[config.mk]
export PLATFORM = sky130hd
export DESIGN_NAME = id_stage
export DESIGN_NICKNAME = d
export VERILOG_FILES = /design/src/rtl/id_stage.sv
export SDC_FILE = /design/constraint.sdc
export NUM_CORES = 2
export LEC_CHECK = 0
export ABC_AREA = 1
export CAP_MARGIN = 30
export CELL_PAD_IN_SITES_DETAIL_PLACEMENT = 1
export CELL_PAD_IN_SITES_GLOBAL_PLACEMENT = 1
export CORE_MARGIN = 2
export CORE_UTILIZATION = 39
export CTS_CLUSTER_DIAMETER = 30
export DETAILED_ROUTE_END_ITERATION = 6
export PLACE_DENSITY_LB_ADDON = 0.1
export SLEW_MARGIN = 5
export SYNTH_ARGS = -nofsm -noshare
export SYNTH_HDL_FRONTEND = slang
export SYNTH_SLANG_ARGS = --single-unit
[constraint.sdc]
create_clock -name clk -period 6.6 [get_ports clk]
set_clock_uncertainty 0.2 [all_clocks]
set_input_delay 1.32 -clock clk [delete_from_list [all_inputs] [get_ports clk]]
set_output_delay 1.32 -clock clk [all_outputs]
set_load 0.03 [all_outputs]
[src/rtl/id_stage.sv]
`default_nettype none
// ============================================================================
// Module : id_stage - decode stage: IF/ID and ID/EX buffers, register file,
//          immediate generation and load-use hazard detection.   Rev 1.0
// ============================================================================
module id_stage #(
  parameter int NUM_REGS = 32,
  parameter int XLEN     = 32
) (
  input  logic            clk,
  input  logic            reset,
  input  logic            pipeline_en,
  input  logic            flush,
  input  logic [31:0]     if_ir,
  input  logic [XLEN-1:0] if_pc,
  input  logic            if_predicted_branch,
  input  logic [4:0]      wb_rd,
  input  logic [XLEN-1:0] wb_data,
  input  logic            wb_load_regfile,
  output logic            id_stall,
  output logic [31:0]     ir_id_ex,
  output logic [XLEN-1:0] pc_id_ex,
  output logic [XLEN-1:0] rs1_data_id_ex,
  output logic [XLEN-1:0] rs2_data_id_ex,
  output logic [XLEN-1:0] imm_id_ex,
  output logic [4:0]      rd_id_ex,
  output logic            load_regfile_id_ex,
  output logic            pred_id_ex
);

  localparam logic [6:0] c_op_reg   = 7'b0110011;
  localparam logic [6:0] c_op_imm   = 7'b0010011;
  localparam logic [6:0] c_op_load  = 7'b0000011;
  localparam logic [6:0] c_op_store = 7'b0100011;
  localparam logic [6:0] c_op_br    = 7'b1100011;
  localparam logic [6:0] c_op_jalr  = 7'b1100111;
  localparam logic [6:0] c_op_jal   = 7'b1101111;
  localparam logic [6:0] c_op_lui   = 7'b0110111;
  localparam logic [6:0] c_op_auipc = 7'b0010111;

  logic [31:0]     ifid_ir_q, ifid_ir_d;
  logic [XLEN-1:0] ifid_pc_q, ifid_pc_d;
  logic            ifid_pred_q, ifid_pred_d;

  logic [31:0]     ex_ir_q, ex_ir_d;
  logic [XLEN-1:0] ex_pc_q, ex_pc_d;
  logic [XLEN-1:0] ex_rs1_q, ex_rs1_d;
  logic [XLEN-1:0] ex_rs2_q, ex_rs2_d;
  logic [XLEN-1:0] ex_imm_q, ex_imm_d;
  logic [4:0]      ex_rd_q, ex_rd_d;
  logic            ex_lr_q, ex_lr_d;
  logic            ex_pred_q, ex_pred_d;

  logic [XLEN-1:0] rf_q [NUM_REGS];
  logic [XLEN-1:0] rf_d [NUM_REGS];

  logic [6:0]        opcode;
  logic [4:0]        rs1, rs2, rd;
  logic              use_rs1, use_rs2, writes_rd;
  logic signed [31:0] imm32;
  logic [XLEN-1:0]   rs1_val, rs2_val;
  logic              rf_we, bubble;

  assign opcode = ifid_ir_q[6:0];
  assign rs1    = ifid_ir_q[19:15];
  assign rs2    = ifid_ir_q[24:20];
  assign rd     = ifid_ir_q[11:7];
  assign rf_we  = wb_load_regfile & pipeline_en & (wb_rd != 5'd0);

  always_comb begin
    use_rs1   = 1'b0;
    use_rs2   = 1'b0;
    writes_rd = 1'b0;
    imm32     = '0;
    case (opcode)
      c_op_reg:   begin use_rs1 = 1'b1; use_rs2 = 1'b1; writes_rd = 1'b1; end
      c_op_imm,
      c_op_load,
      c_op_jalr:  begin
        use_rs1   = 1'b1;
        writes_rd = 1'b1;
        imm32     = {{20{ifid_ir_q[31]}}, ifid_ir_q[31:20]};
      end
      c_op_store: begin
        use_rs1 = 1'b1;
        use_rs2 = 1'b1;
        imm32   = {{20{ifid_ir_q[31]}}, ifid_ir_q[31:25], ifid_ir_q[11:7]};
      end
      c_op_br:    begin
        use_rs1 = 1'b1;
        use_rs2 = 1'b1;
        imm32   = {{19{ifid_ir_q[31]}}, ifid_ir_q[31], ifid_ir_q[7],
                   ifid_ir_q[30:25], ifid_ir_q[11:8], 1'b0};
      end
      c_op_lui,
      c_op_auipc: begin
        writes_rd = 1'b1;
        imm32     = {ifid_ir_q[31:12], 12'h000};
      end
      c_op_jal:   begin
        writes_rd = 1'b1;
        imm32     = {{11{ifid_ir_q[31]}}, ifid_ir_q[31], ifid_ir_q[19:12],
                     ifid_ir_q[20], ifid_ir_q[30:21], 1'b0};
      end
      default: ;
    endcase
  end

  // Reads see a same-cycle writeback so WB -> ID needs no extra stall.
  always_comb begin
    rs1_val = '0;
    rs2_val = '0;
    if (rs1 != 5'd0) rs1_val = (rf_we && wb_rd == rs1) ? wb_data : rf_q[rs1];
    if (rs2 != 5'd0) rs2_val = (rf_we && wb_rd == rs2) ? wb_data : rf_q[rs2];
  end

  always_comb begin
    id_stall = 1'b0;
    if (ex_ir_q[6:0] == c_op_load && ex_rd_q != 5'd0 && !flush)
      id_stall = (use_rs1 && rs1 == ex_rd_q) || (use_rs2 && rs2 == ex_rd_q);
  end

  always_comb begin
    for (int r = 0; r < NUM_REGS; r++) begin
      rf_d[r] = rf_q[r];
      if (rf_we && wb_rd == 5'(r)) rf_d[r] = wb_data;
    end
    rf_d[0] = '0;
  end

  always_comb begin
    ifid_ir_d   = ifid_ir_q;
    ifid_pc_d   = ifid_pc_q;
    ifid_pred_d = ifid_pred_q;
    if (pipeline_en) begin
      if (flush) begin
        ifid_ir_d   = '0;
        ifid_pc_d   = if_pc;
        ifid_pred_d = 1'b0;
      end else if (!id_stall) begin
        ifid_ir_d   = if_ir;
        ifid_pc_d   = if_pc;
        ifid_pred_d = if_predicted_branch;
      end
    end
  end

  // An empty IF/ID slot travels on as an all-zero bubble, same as a squash.
  assign bubble = flush | id_stall | (ifid_ir_q == 32'h0);

  always_comb begin
    ex_ir_d   = ex_ir_q;
    ex_pc_d   = ex_pc_q;
    ex_rs1_d  = ex_rs1_q;
    ex_rs2_d  = ex_rs2_q;
    ex_imm_d  = ex_imm_q;
    ex_rd_d   = ex_rd_q;
    ex_lr_d   = ex_lr_q;
    ex_pred_d = ex_pred_q;
    if (pipeline_en) begin
      if (bubble) begin
        ex_ir_d   = '0;
        ex_pc_d   = '0;
        ex_rs1_d  = '0;
        ex_rs2_d  = '0;
        ex_imm_d  = '0;
        ex_rd_d   = '0;
        ex_lr_d   = 1'b0;
        ex_pred_d = 1'b0;
      end else begin
        ex_ir_d   = ifid_ir_q;
        ex_pc_d   = ifid_pc_q;
        ex_rs1_d  = rs1_val;
        ex_rs2_d  = rs2_val;
        ex_imm_d  = XLEN'(imm32);
        ex_rd_d   = rd;
        ex_lr_d   = writes_rd && (rd != 5'd0);
        ex_pred_d = ifid_pred_q;
      end
    end
  end

  always_ff @(posedge clk) begin
    if (reset) begin
      ifid_ir_q   <= '0;
      ifid_pc_q   <= '0;
      ifid_pred_q <= 1'b0;
      ex_ir_q     <= '0;
      ex_pc_q     <= '0;
      ex_rs1_q    <= '0;
      ex_rs2_q    <= '0;
      ex_imm_q    <= '0;
      ex_rd_q     <= '0;
      ex_lr_q     <= 1'b0;
      ex_pred_q   <= 1'b0;
      for (int r = 0; r < NUM_REGS; r++) rf_q[r] <= '0;
    end else begin
      ifid_ir_q   <= ifid_ir_d;
      ifid_pc_q   <= ifid_pc_d;
      ifid_pred_q <= ifid_pred_d;
      ex_ir_q     <= ex_ir_d;
      ex_pc_q     <= ex_pc_d;
      ex_rs1_q    <= ex_rs1_d;
      ex_rs2_q    <= ex_rs2_d;
      ex_imm_q    <= ex_imm_d;
      ex_rd_q     <= ex_rd_d;
      ex_lr_q     <= ex_lr_d;
      ex_pred_q   <= ex_pred_d;
      for (int r = 0; r < NUM_REGS; r++) rf_q[r] <= rf_d[r];
    end
  end

  assign ir_id_ex           = ex_ir_q;
  assign pc_id_ex           = ex_pc_q;
  assign rs1_data_id_ex     = ex_rs1_q;
  assign rs2_data_id_ex     = ex_rs2_q;
  assign imm_id_ex          = ex_imm_q;
  assign rd_id_ex           = ex_rd_q;
  assign load_regfile_id_ex = ex_lr_q;
  assign pred_id_ex         = ex_pred_q;

endmodule
`default_nettype wire

==> impl_results.md <==
* Core area at 165000 um2
* Ys Warns at 0
* CP Data Required Time at 5.08 ns
* Crit-path cells: nand2_2 -> nor2_2 -> nand2_2 -> nand2_1 -> nand2_1 -> a21boi_0 -> clkdlybuf4s50_1
* Num CTS Buffers at roughly 340
* Hold-fix buffers, CTS at 0
* Wire length of the first global-routing pass at between 400000 and 500000 um
* Status: completed
* Dpl cells at between 10k and 15k
* Max transition margin at around 30%
* Layout cells sized above 1 at between 10% and 20%
* CTS H-tree depth at 5
* Kind of critical path: reg2out
* Worst hold path class: reg2reg
* Pre-antenna DRT Iters at 5
* Antenna viol nets, final at 0
* Post-CTS Setup Inserts at 0
* Syn avg cell area at 7.99 um2
* Max clock buf depth at 4
* Congestion Overflow GR at 0
* TritonCTS clock tree: done
* Largest net degree at the start of global routing at 189
* FF+latch count, synth at 1229
* Pwr per Cell Area at around 350 nW/um2
* Starting DRT DRC Count at slightly below 7k
* Chip width at about 400 um
* Worst skew pair latency at ~0.94 ns
* Final hold viol count at 0
* Non-Filler Instances at around 11k
* Root Driver: clkbuf_16
* Max incr delay on CP at about 0.73 ns
* DP HPWL at between 150000 and 200000 um
* Worst setup SP type: register
* Syn Inst Count at about 8k
* Die height at 411 um
* FP Rows at between 100 and 150
* Worst slew pin tran at about 1.1 ns
* CTS sink count at ~1.2k
* Data arrival, critical path at about 3.5 ns
* Commonest non-fill, non-tap cells in the layout: 2105 x nand2_1, 1675 x nand3_1, 992 x edfxtp_1
* Post-Syn Area at about 65000 um2
* Final WL at 294000 um
* Fin crit share at about three quarters
* Antenna violations before repair at 12
* Syn nets at between 8k and 9k
* Cts repair resizes at 0
* Final setup viols at 0
* Worst-path clk slew at ~0.050 ns
* Seq/Total Area, Yosys at between 50% and 60%
* # DRC at 0
* Minimum clock period at between 5 and 6 ns
* Top cell family by delay on the critical path: simple AND/OR/NAND/NOR gates
* # port buffers at roughly 270
* Maximum fanout along the worst path at 11
* WP buf/inv at 1
* Total number of vias at approximately 62k
* Drt wl/cell at about 27 um
* Unrepaired setup endpoints after global routing: false
* Die area at about 170000 um2
* Fmax at ~200 MHz
* MaxCap Viol Count at 0
* NumNets Final at 8371
* Leakage power at about 32 nW
* Via-to-Cell Ratio at approximately 5.8
* IO Count at 275
* Vias in the first global route at between 60k and 70k
* Total negative slack at 0 ns
* Slew Viols, Final at 0
* Final GP Congestion at 0.936
* Unique masters post-synth at 32
* Global Route Usage Sum at about 34%
* Maximum vdd drop at approximately 0.28 mV
* Area Overhead vs Synth at 24.8%
* Crit. End Element: primary output
* Initial Util at 39.3%
* Slowest CP cell: clkdlybuf4s50_1
* Most common cell after layout, fill and taps aside: nand2_1
==> cell type report <==
class                           instances  area, um2
Antenna cell                            8       20.0
Clock buffer                          404       9090
Clock inverter                        201       2120
Fill cell                           19178      84100
Inverter                              928       3540
Multi-Input combinational cell       5323      24200
Sequential cell                      1229      34600
Tap cell                             2189       2740
Timing Repair Buffer                  438       4460
==> metrics by stage <==
step	util (%)	setup WS, ns	hold slack [ns]	instance area (um2)	power (mW)
global placement	41.9	1.66	0.246	69000	11.7
finish	49.0	1.55	0.258	80700	28.0
floorplan	-	1.54	0.239	64700	10.6
global route	49.0	1.33	0.276	80700	28.7
detailed placement	42.1	1.64	0.256	69400	11.8
CTS	48.9	1.50	0.262	80600	28.0
==> cells in the mapped netlist <==
library cell	instances	area, um2
buf_4	11	82.6
o211ai_1	264	1980
dfxtp_1	237	4740
a21boi_0	1	7.51
nand3_1	1677	8390
and3_1	1	6.26
nand2_1	2132	8000
edfxtp_1	992	29800
buf_2	245	1230
inv_1	910	3420
o21ai_0	128	641
o21ai_1	5	25.0
nor4_1	1	6.26
nor2_4	4	45.0
o21ai_2	2	17.5
clkbuf_1	296	1110
nor2_1	749	2810
nor2_2	5	31.3
buf_6	7	78.8
nand2_2	5	31.3
nor3b_1	1	7.51
nand2_4	1	11.3
clkinv_1	3	11.3
a21oi_1	218	1090
xnor2_1	7	61.3
or2_2	73	457
clkbuf_2	1	5.00
xor2_1	8	70.1
nor3_1	4	20.0
inv_2	15	56.3
buf_1	63	236
nand4_1	37	231
==> power by group <==
part	switching [mW]	internal [mW]
registers	0.221	8.89
logic	1.92	0.702
clock network	5.01	11.2
==> logic make-up after synthesis <==
family | count (synthesis) | share of synthesized area, %
AOI/OAI and AO/OA | 618 | 5.82
DFF | 1229 | 53.4
and+or+nand+nor | 4690 | 31.0
buffers and inverters | 1551 | 9.62
xor gates and xnor gates | 15 | 0.203
==> registers in the layout (all words and copies together) (netlist names), named ones only <==
| name | cells |
|---|---|
| load_regfile_id_ex | 1 |
| ifid_ir_q | 32 |
| pc_id_ex | 32 |
| rs1_data_id_ex | 32 |
| ifid_pc_q | 32 |
| rs2_data_id_ex | 32 |
| ir_id_ex | 32 |
| ifid_pred_q | 1 |
| imm_id_ex | 32 |
| rf_q | 992 |
| pred_id_ex | 1 |
==> routing by layer <==
metal | share of wire [%] | GRT usage (%) | vias to the layer above
met4 | 4.1 | 14.2 | 10
met2 | 46 | 53.7 | 2847
met5 | 0.022 | 0 | -
met3 | 9.3 | 8.68 | 667
li1 | - | - | 27132
met1 | 41 | 44.7 | 31183
==> worst min-delay path: stages, from the launching register on <==
cell     delay [ns]
dfxtp_1        0.30
nand2_1        0.06
a21oi_1        0.05
==> final timing paths <==
| path | startpoint | end | slack, ns | cells after the start |
|---|---|---|---|---|
| max | ifid_ir_q[1] | id_stall | 1.55 | 7 |
| min | ifid_pc_q[5] | pc_id_ex[5] | 0.26 | 2 |
| max reg2reg | register | rs2_data_id_ex[3] | 2.37 | 10 |
| min reg2reg | ifid_pc_q[5] | pc_id_ex[5] | 0.26 | 2 |
(Power assumes the default switching activity.)
